`config.mk`:
```
export PLATFORM = sky130hd
export DESIGN_NAME = waveform_mode_ctrl_flat
export DESIGN_NICKNAME = d
export VERILOG_FILES = /design/src/rtl/waveform_mode_ctrl_if.sv /design/src/rtl/waveform_mode_ctrl.sv /design/src/flat_wrapper.sv
export SDC_FILE = /design/constraint.sdc
export NUM_CORES = 1
export LEC_CHECK = 0
export CELL_PAD_IN_SITES_DETAIL_PLACEMENT = 0
export CELL_PAD_IN_SITES_GLOBAL_PLACEMENT = 1
export CORE_UTILIZATION = 37
export CTS_BUF_LIST = sky130_fd_sc_hd__clkbuf_4 sky130_fd_sc_hd__clkbuf_8
export DETAILED_ROUTE_END_ITERATION = 8
export GPL_ROUTABILITY_DRIVEN = 0
export PLACE_DENSITY = 0.87
export SLEW_MARGIN = 10
export SYNTH_ARGS = -nofsm -noshare
export SYNTH_HDL_FRONTEND = slang
export SYNTH_SLANG_ARGS = --single-unit
```
`constraint.sdc`:
```
create_clock -name clk -period 1.3 [get_ports clk]
set_clock_uncertainty 0.05 [all_clocks]
set_input_delay 0.26 -clock clk [delete_from_list [all_inputs] [get_ports clk]]
set_output_delay 0.26 -clock clk [all_outputs]
set_load 0.02 [all_outputs]
```
`src/rtl/waveform_mode_ctrl_if.sv`:
```
// rtl/waveform_mode_ctrl_if.sv - key/mode bundle for the waveform mode selector
// Purpose: groups the per-channel key inputs and the packed mode outputs.
// Signals:
//   key_next[NUM_CH]        forward step key per channel (level, synchronised)
//   key_prev[NUM_CH]        backward step key per channel (level, synchronised)
//   key_off[NUM_CH]         force-OFF key per channel (level, synchronised)
//   mode[NUM_CH*MODE_W]     packed mode indices, channel c at [c*MODE_W +: MODE_W]
//   mode_changed[NUM_CH]    one-cycle strobe when a channel's mode changes
// Modports: master drives keys and observes modes; slave is the selector.
interface waveform_mode_ctrl_if #(
    parameter int NUM_CH    = 2,
    parameter int NUM_MODES = 4
);
    localparam int MODE_W = $clog2(NUM_MODES);

    logic [NUM_CH-1:0]        key_next;
    logic [NUM_CH-1:0]        key_prev;
    logic [NUM_CH-1:0]        key_off;
    logic [NUM_CH*MODE_W-1:0] mode;
    logic [NUM_CH-1:0]        mode_changed;

    modport master (
        output key_next,
        output key_prev,
        output key_off,
        input  mode,
        input  mode_changed
    );

    modport slave (
        input  key_next,
        input  key_prev,
        input  key_off,
        output mode,
        output mode_changed
    );
endinterface

```
`src/rtl/waveform_mode_ctrl.sv`:
```
// rtl/waveform_mode_ctrl.sv - per-channel waveform mode stepper driven by key edges
// Purpose: each channel holds a mode index 0..NUM_MODES-1 (0 = OFF), stepped
//   forward/back with wrap-around on key rising edges, or forced to OFF.
// Ports:
//   clk     in   system clock, rising edge
//   n_rst   in   asynchronous active-low reset
//   bus     slave modport of waveform_mode_ctrl_if (keys in, mode/mode_changed out)
// Optional: define WAVE_MODE_LOCKOUT_EN to ignore next/prev rises for
//   LOCKOUT_CYCLES cycles after each mode change on that channel.
module waveform_mode_ctrl #(
    parameter int NUM_CH         = 2,
    parameter int NUM_MODES      = 4,
    parameter int LOCKOUT_CYCLES = 4
) (
    input  logic                clk,
    input  logic                n_rst,
    waveform_mode_ctrl_if.slave bus
);
    localparam int              MODE_W   = $clog2(NUM_MODES);
    localparam logic [MODE_W-1:0] MODE_MAX = MODE_W'(NUM_MODES - 1);

    if (NUM_CH < 1 || NUM_MODES < 2 || LOCKOUT_CYCLES < 1) begin : g_param_check
        $error("waveform_mode_ctrl: illegal parameter value");
    end

    logic [NUM_CH-1:0]        next_q;
    logic [NUM_CH-1:0]        prev_q;
    logic [NUM_CH-1:0]        off_q;
    logic [NUM_CH-1:0]        next_rise;
    logic [NUM_CH-1:0]        prev_rise;
    logic [NUM_CH-1:0]        off_rise;
    logic [NUM_CH-1:0]        step_ok;
    logic [NUM_CH*MODE_W-1:0] mode_r;
    logic [NUM_CH*MODE_W-1:0] mode_nxt;
    logic [NUM_CH-1:0]        changed_r;
    logic [NUM_CH-1:0]        changed_nxt;

    // Key history resets high so a key held through reset release is not an event.
    assign next_rise = bus.key_next & ~next_q;
    assign prev_rise = bus.key_prev & ~prev_q;
    assign off_rise  = bus.key_off  & ~off_q;

`ifdef WAVE_MODE_LOCKOUT_EN
    localparam int LOCK_W = $clog2(LOCKOUT_CYCLES + 1);

    logic [LOCK_W-1:0] lock_cnt [NUM_CH];

    always_comb begin
        step_ok = '0;
        for (int c = 0; c < NUM_CH; c++) begin
            step_ok[c] = (lock_cnt[c] == '0);
        end
    end

    // Loaded on any real change (including force-OFF); only next/prev honour it.
    always_ff @(posedge clk or negedge n_rst) begin
        if (!n_rst) begin
            for (int c = 0; c < NUM_CH; c++) begin
                lock_cnt[c] <= '0;
            end
        end else begin
            for (int c = 0; c < NUM_CH; c++) begin
                if (changed_nxt[c]) begin
                    lock_cnt[c] <= LOCK_W'(LOCKOUT_CYCLES);
                end else if (lock_cnt[c] != '0) begin
                    lock_cnt[c] <= lock_cnt[c] - LOCK_W'(1);
                end
            end
        end
    end
`else
    assign step_ok = '1;
`endif

    always_comb begin
        logic [MODE_W-1:0] cur;
        logic [MODE_W-1:0] cand;
        cur         = '0;
        cand        = '0;
        mode_nxt    = mode_r;
        changed_nxt = '0;
        for (int c = 0; c < NUM_CH; c++) begin
            cur  = mode_r[c*MODE_W +: MODE_W];
            cand = cur;
            if (off_rise[c]) begin
                cand = '0;
            end else if (step_ok[c] && next_rise[c] && !prev_rise[c]) begin
                // Explicit compare keeps non-power-of-two mode counts in range.
                cand = (cur == MODE_MAX) ? '0 : cur + MODE_W'(1);
            end else if (step_ok[c] && prev_rise[c] && !next_rise[c]) begin
                cand = (cur == '0) ? MODE_MAX : cur - MODE_W'(1);
            end
            mode_nxt[c*MODE_W +: MODE_W] = cand;
            changed_nxt[c]               = (cand != cur);
        end
    end

    always_ff @(posedge clk or negedge n_rst) begin
        if (!n_rst) begin
            next_q    <= '1;
            prev_q    <= '1;
            off_q     <= '1;
            mode_r    <= '0;
            changed_r <= '0;
        end else begin
            next_q    <= bus.key_next;
            prev_q    <= bus.key_prev;
            off_q     <= bus.key_off;
            mode_r    <= mode_nxt;
            changed_r <= changed_nxt;
        end
    end

    assign bus.mode         = mode_r;
    assign bus.mode_changed = changed_r;
endmodule

```
`src/flat_wrapper.sv`:
```
// flat-port wrapper written by rule: the top's interface ports become plain ports
module waveform_mode_ctrl_flat 
#(
    parameter int NUM_CH         = 2,
    parameter int NUM_MODES      = 4,
    parameter int LOCKOUT_CYCLES = 4
)
  (clk, n_rst, bus_key_next, bus_key_prev, bus_key_off, bus_mode, bus_mode_changed);
  waveform_mode_ctrl_if #(.NUM_CH(NUM_CH), .NUM_MODES(NUM_MODES)) bus_i ();
  input  logic clk;
  input  logic n_rst;
  input wire logic [$bits(bus_i.key_next)-1:0] bus_key_next;
  input wire logic [$bits(bus_i.key_prev)-1:0] bus_key_prev;
  input wire logic [$bits(bus_i.key_off)-1:0] bus_key_off;
  output wire logic [$bits(bus_i.mode)-1:0] bus_mode;
  output wire logic [$bits(bus_i.mode_changed)-1:0] bus_mode_changed;
  assign bus_i.key_next = bus_key_next;
  assign bus_i.key_prev = bus_key_prev;
  assign bus_i.key_off = bus_key_off;
  assign bus_mode = bus_i.mode;
  assign bus_mode_changed = bus_i.mode_changed;
  waveform_mode_ctrl #(.NUM_CH(NUM_CH), .NUM_MODES(NUM_MODES), .LOCKOUT_CYCLES(LOCKOUT_CYCLES)) u_core (.clk(clk), .n_rst(n_rst), .bus(bus_i));
endmodule
```
==> results <==
- Data arrives at the worst endpoint at 1.49 ns.
- The core outline area is 1800 um2.
- Summed over all layers, the global routing overflow is 0.
- The average size of a mapped cell is 10.5 um2.
- From left edge to right edge, the die measures 46.6 um.
- The launching element of the worst setup path is u_core.next_q[1].
- The critical path data required time is 1.41 ns.
- The post-synthesis sequential element count is 12.
- The nature of the critical path endpoint is a register.
- Yosys attributes the largest share of cell area to sky130_fd_sc_hd__dfstp_2, sky130_fd_sc_hd__dfrtp_1, sky130_fd_sc_hd__a211oi_1.
- The synthesized netlist contains 21 unique library cells.
- The fraction of post-synthesis cell area in the top cell type by area is 21.4%.
- Global routing used 16.5% of the available tracks.
- In this run the cell area of the synthesized design comes to 737 um2.
- The final wirelength is 1.63 mm.
- The final hold violation count is 0.
- The worst pin sits at a relative slew slack of 82.5%.
- The number of clock buffers added by TritonCTS is 3.
- The starting density of the core is 40.9%.
- 0 antenna diodes ended up in the layout.
- The flip-flop cell with the highest count after synthesis is sky130_fd_sc_hd__dfstp_2.
- The synthesized design contains 0 enable-type register cells.
- The maximum clock path buffer count is 2.
- The number of antenna violations at the first check in global routing is 0.
- The run finished, with violations left.
- The first detailed-routing pass took 4 iterations.
- Of the available clock period, the critical path in the final layout requires 106%.
- The post-synthesis to final-layout area growth is 52.8%.
- The residual DRC count is 0.
- The CTS tree is yes.
- The total power density per cell area is 1680 nW/um2.
- Setup violations remaining at the end of the flow were counted as 5.
- The first-pass GRT wire length is 2.52 mm.
- The pin count of the biggest net entering global routing is 13.
- For the pin with the worst max-slew slack, the measured transition is 0.260 ns.
- The leading cell type by number of instances after synthesis is sky130_fd_sc_hd__a211oi_1.
- The detail-routed via count per cell is 5.26.
- Fill cells in the final layout number 150.
- The clock-pin slew reported for the worst setup and hold paths after clock tree synthesis is 0.08 ns.
- For this run, the register share of the synthesized area comes to 41.8%.
- Input and output buffers added on the ports amount to 13.
- The number of hold-repair buffers added at the cts stage is 0.
- The flip-flop and latch area is 313 um2.
- The depth of the CTS H-tree is 1.
- The share of cells above drive strength 1 is 61.6%.
- The number of vias in the routed layout is 652.
- The worst-case vdd ir drop is 901 uV.
- The number of DRC violations after detailed-routing iteration 0 is 8.
- Detailed placement ended at an HPWL of 1.15 mm.
- The detail route stage leaves a number of antenna-violating nets equal to 0.
- The total power is 1890 uW.
- The full die area is 2170 um2.
- The clock latency reported for the late side of the worst-skew pair is 0.28 ns.
- In this run the worst hold path is classified as in -> async.
- Row generation in the floorplan step produced 15 rows.
- For this design the static power due to leakage is 0.000460 uW.
- The total of max-cap violations is 0.
- The die is 46.6 um tall.
- Dividing the detail-routed wire length by the instance count gives 13.1 um.
- The count of yosys warnings during synthesis is 0.
- The share of async-settable or async-resettable flops after synthesis is 100%.
- The net count of the finished layout is 113.
- The I/O pin total is 14.
- Along the worst path, the maximum fanout reaches 5.
- CTS placed an instance of sky130_fd_sc_hd__clkbuf_4 at the clock tree root.
- The cell type with the largest total area after synthesis is sky130_fd_sc_hd__dfstp_2.
- The via count of the first global-routing pass is 618.
- The launch point of the worst reg-to-reg path is u_core.next_q[1].
- The area occupied by multi-input gates is 508 um2.
- The final reports fail on setup timing.
- Counting every net in the synthesized netlist gives 82.
- The total number of clock tree sinks is 12.
- The count of pins over their slew limit is 0.
- Setup repair after global routing could not meet its margin everywhere.
- By count the netlist is led by sky130_fd_sc_hd__a211oi_1, sky130_fd_sc_hd__inv_1, sky130_fd_sc_hd__dfrtp_1, sky130_fd_sc_hd__dfstp_2, sky130_fd_sc_hd__nand2_1.
- The category of the worst setup path launch point is a register.
- The minimum setup slack in the final design is -0.0827 ns.
- The worst setup path is of the reg -> reg kind.
- Counting I/O delays and the setup requirement, the final critical path takes 1.38 ns.
- Timing would allow up to 723 MHz.
- The cell count after synthesis is 70.
- The sum of negative setup slack is -0.298 ns.
==> critical path, cell delays in order (launching register included) <==
cell and delay [ns]:
sky130_fd_sc_hd__dfstp_2 0.53, sky130_fd_sc_hd__nand2b_2 0.18, sky130_fd_sc_hd__nor2_4 0.08, sky130_fd_sc_hd__a221oi_2 0.31
sky130_fd_sc_hd__o32ai_2 0.12
==> where the power goes <==
part / switching, uW / internal [uW] / total [uW]
Clock: 134 / 108 / 241
Sequential: 55.9 / 475 / 531
Combinational: 580 / 535 / 1120
==> repair_timing <==
item	4_1_cts	5_1_grt
endpoints found under the setup margin	10	8
pin swaps	4	5
setup buffers	0	1
resized for setup	16	16
==> per-layer routing <==
layer,track usage (%),routed length [um],vias up
li1,-,-,316
met5,0,0,-
met3,2.35,58,3
met4,8.57,32,0
met2,26.4,755,16
met1,21.2,778,317
==> path summary, 6_finish.rpt <==
check                      cells after the start                    endpoint  slack [ns]
max                                            4  u_core.bus.mode_changed[1]       -0.08
min                                            2          u_core.bus.mode[1]        0.22
max reg2reg                                    4  u_core.bus.mode_changed[1]       -0.08
min reg2reg                                    2          u_core.bus.mode[0]        0.56
max in group asynchronous                      2             u_core.off_q[1]        0.76
min in group clk                               1             u_core.off_q[0]        0.37
==> sequential cells by signal (all words and copies together), names as in the netlist <==
signal and count:
u_core.prev_q 2, u_core.off_q 2, u_core.bus.mode_changed 2, u_core.bus.mode 4
u_core.next_q 2
==> logic make-up (layout without fill, tap and decap cells) <==
group	after synthesis	after routing	synth area share (%)
buffers and inverters	8	37	4.07
and+or+nand+nor	28	28	27.0
AOI/OAI and AO/OA	18	18	20.4
adders and majority gates	4	4	6.79
DFF	12	12	41.8
==> through the flow <==
| stage | utilization (%) | instances | worst slack (ns) | cell area [um2] | hold WS (ns) |
|---|---|---|---|---|---|
| CTS | 59.2 | 123 | -0.0476 | 1070 | 0.218 |
| finish | 62.5 | 124 | -0.0827 | 1130 | 0.217 |
| global route | 62.5 | 124 | -0.118 | 1130 | 0.236 |
| floorplan | - | 70 | 0.00782 | 773 | -0.0856 |
| detailed placement | 56.9 | 120 | -0.317 | 1020 | 0.522 |
| global placement | 56.9 | 120 | -0.287 | 1020 | 0.522 |
==> layout make-up <==
cell class                 count  area share, %
timing repair buffer          26           19.7
inverter                       8           2.67
multi-input combinational     50           45.1
clock buffer                   3           2.00
tap                           25           2.78
sequential                    12           27.8
==> layout by cell type, fill, tap and decap left out, types with 3 or more instances in the layout <==
cell                              synthesis  routed
sky130_fd_sc_hd__buf_4                    0      12
sky130_fd_sc_hd__clkbuf_4                 0       3
sky130_fd_sc_hd__a211oi_2                 0       4
sky130_fd_sc_hd__a221oi_2                 2       4
sky130_fd_sc_hd__a211oi_1                10       5
sky130_fd_sc_hd__nor2_4                   4       4
sky130_fd_sc_hd__dfstp_2                  6       6
sky130_fd_sc_hd__nand2_1                  6       6
sky130_fd_sc_hd__clkdlybuf4s50_1          0       7
sky130_fd_sc_hd__and2b_2                  0       3
sky130_fd_sc_hd__dfrtp_2                  0       4
sky130_fd_sc_hd__inv_1                    8       5
sky130_fd_sc_hd__inv_2                    0       3
(Power assumes the default switching activity.)
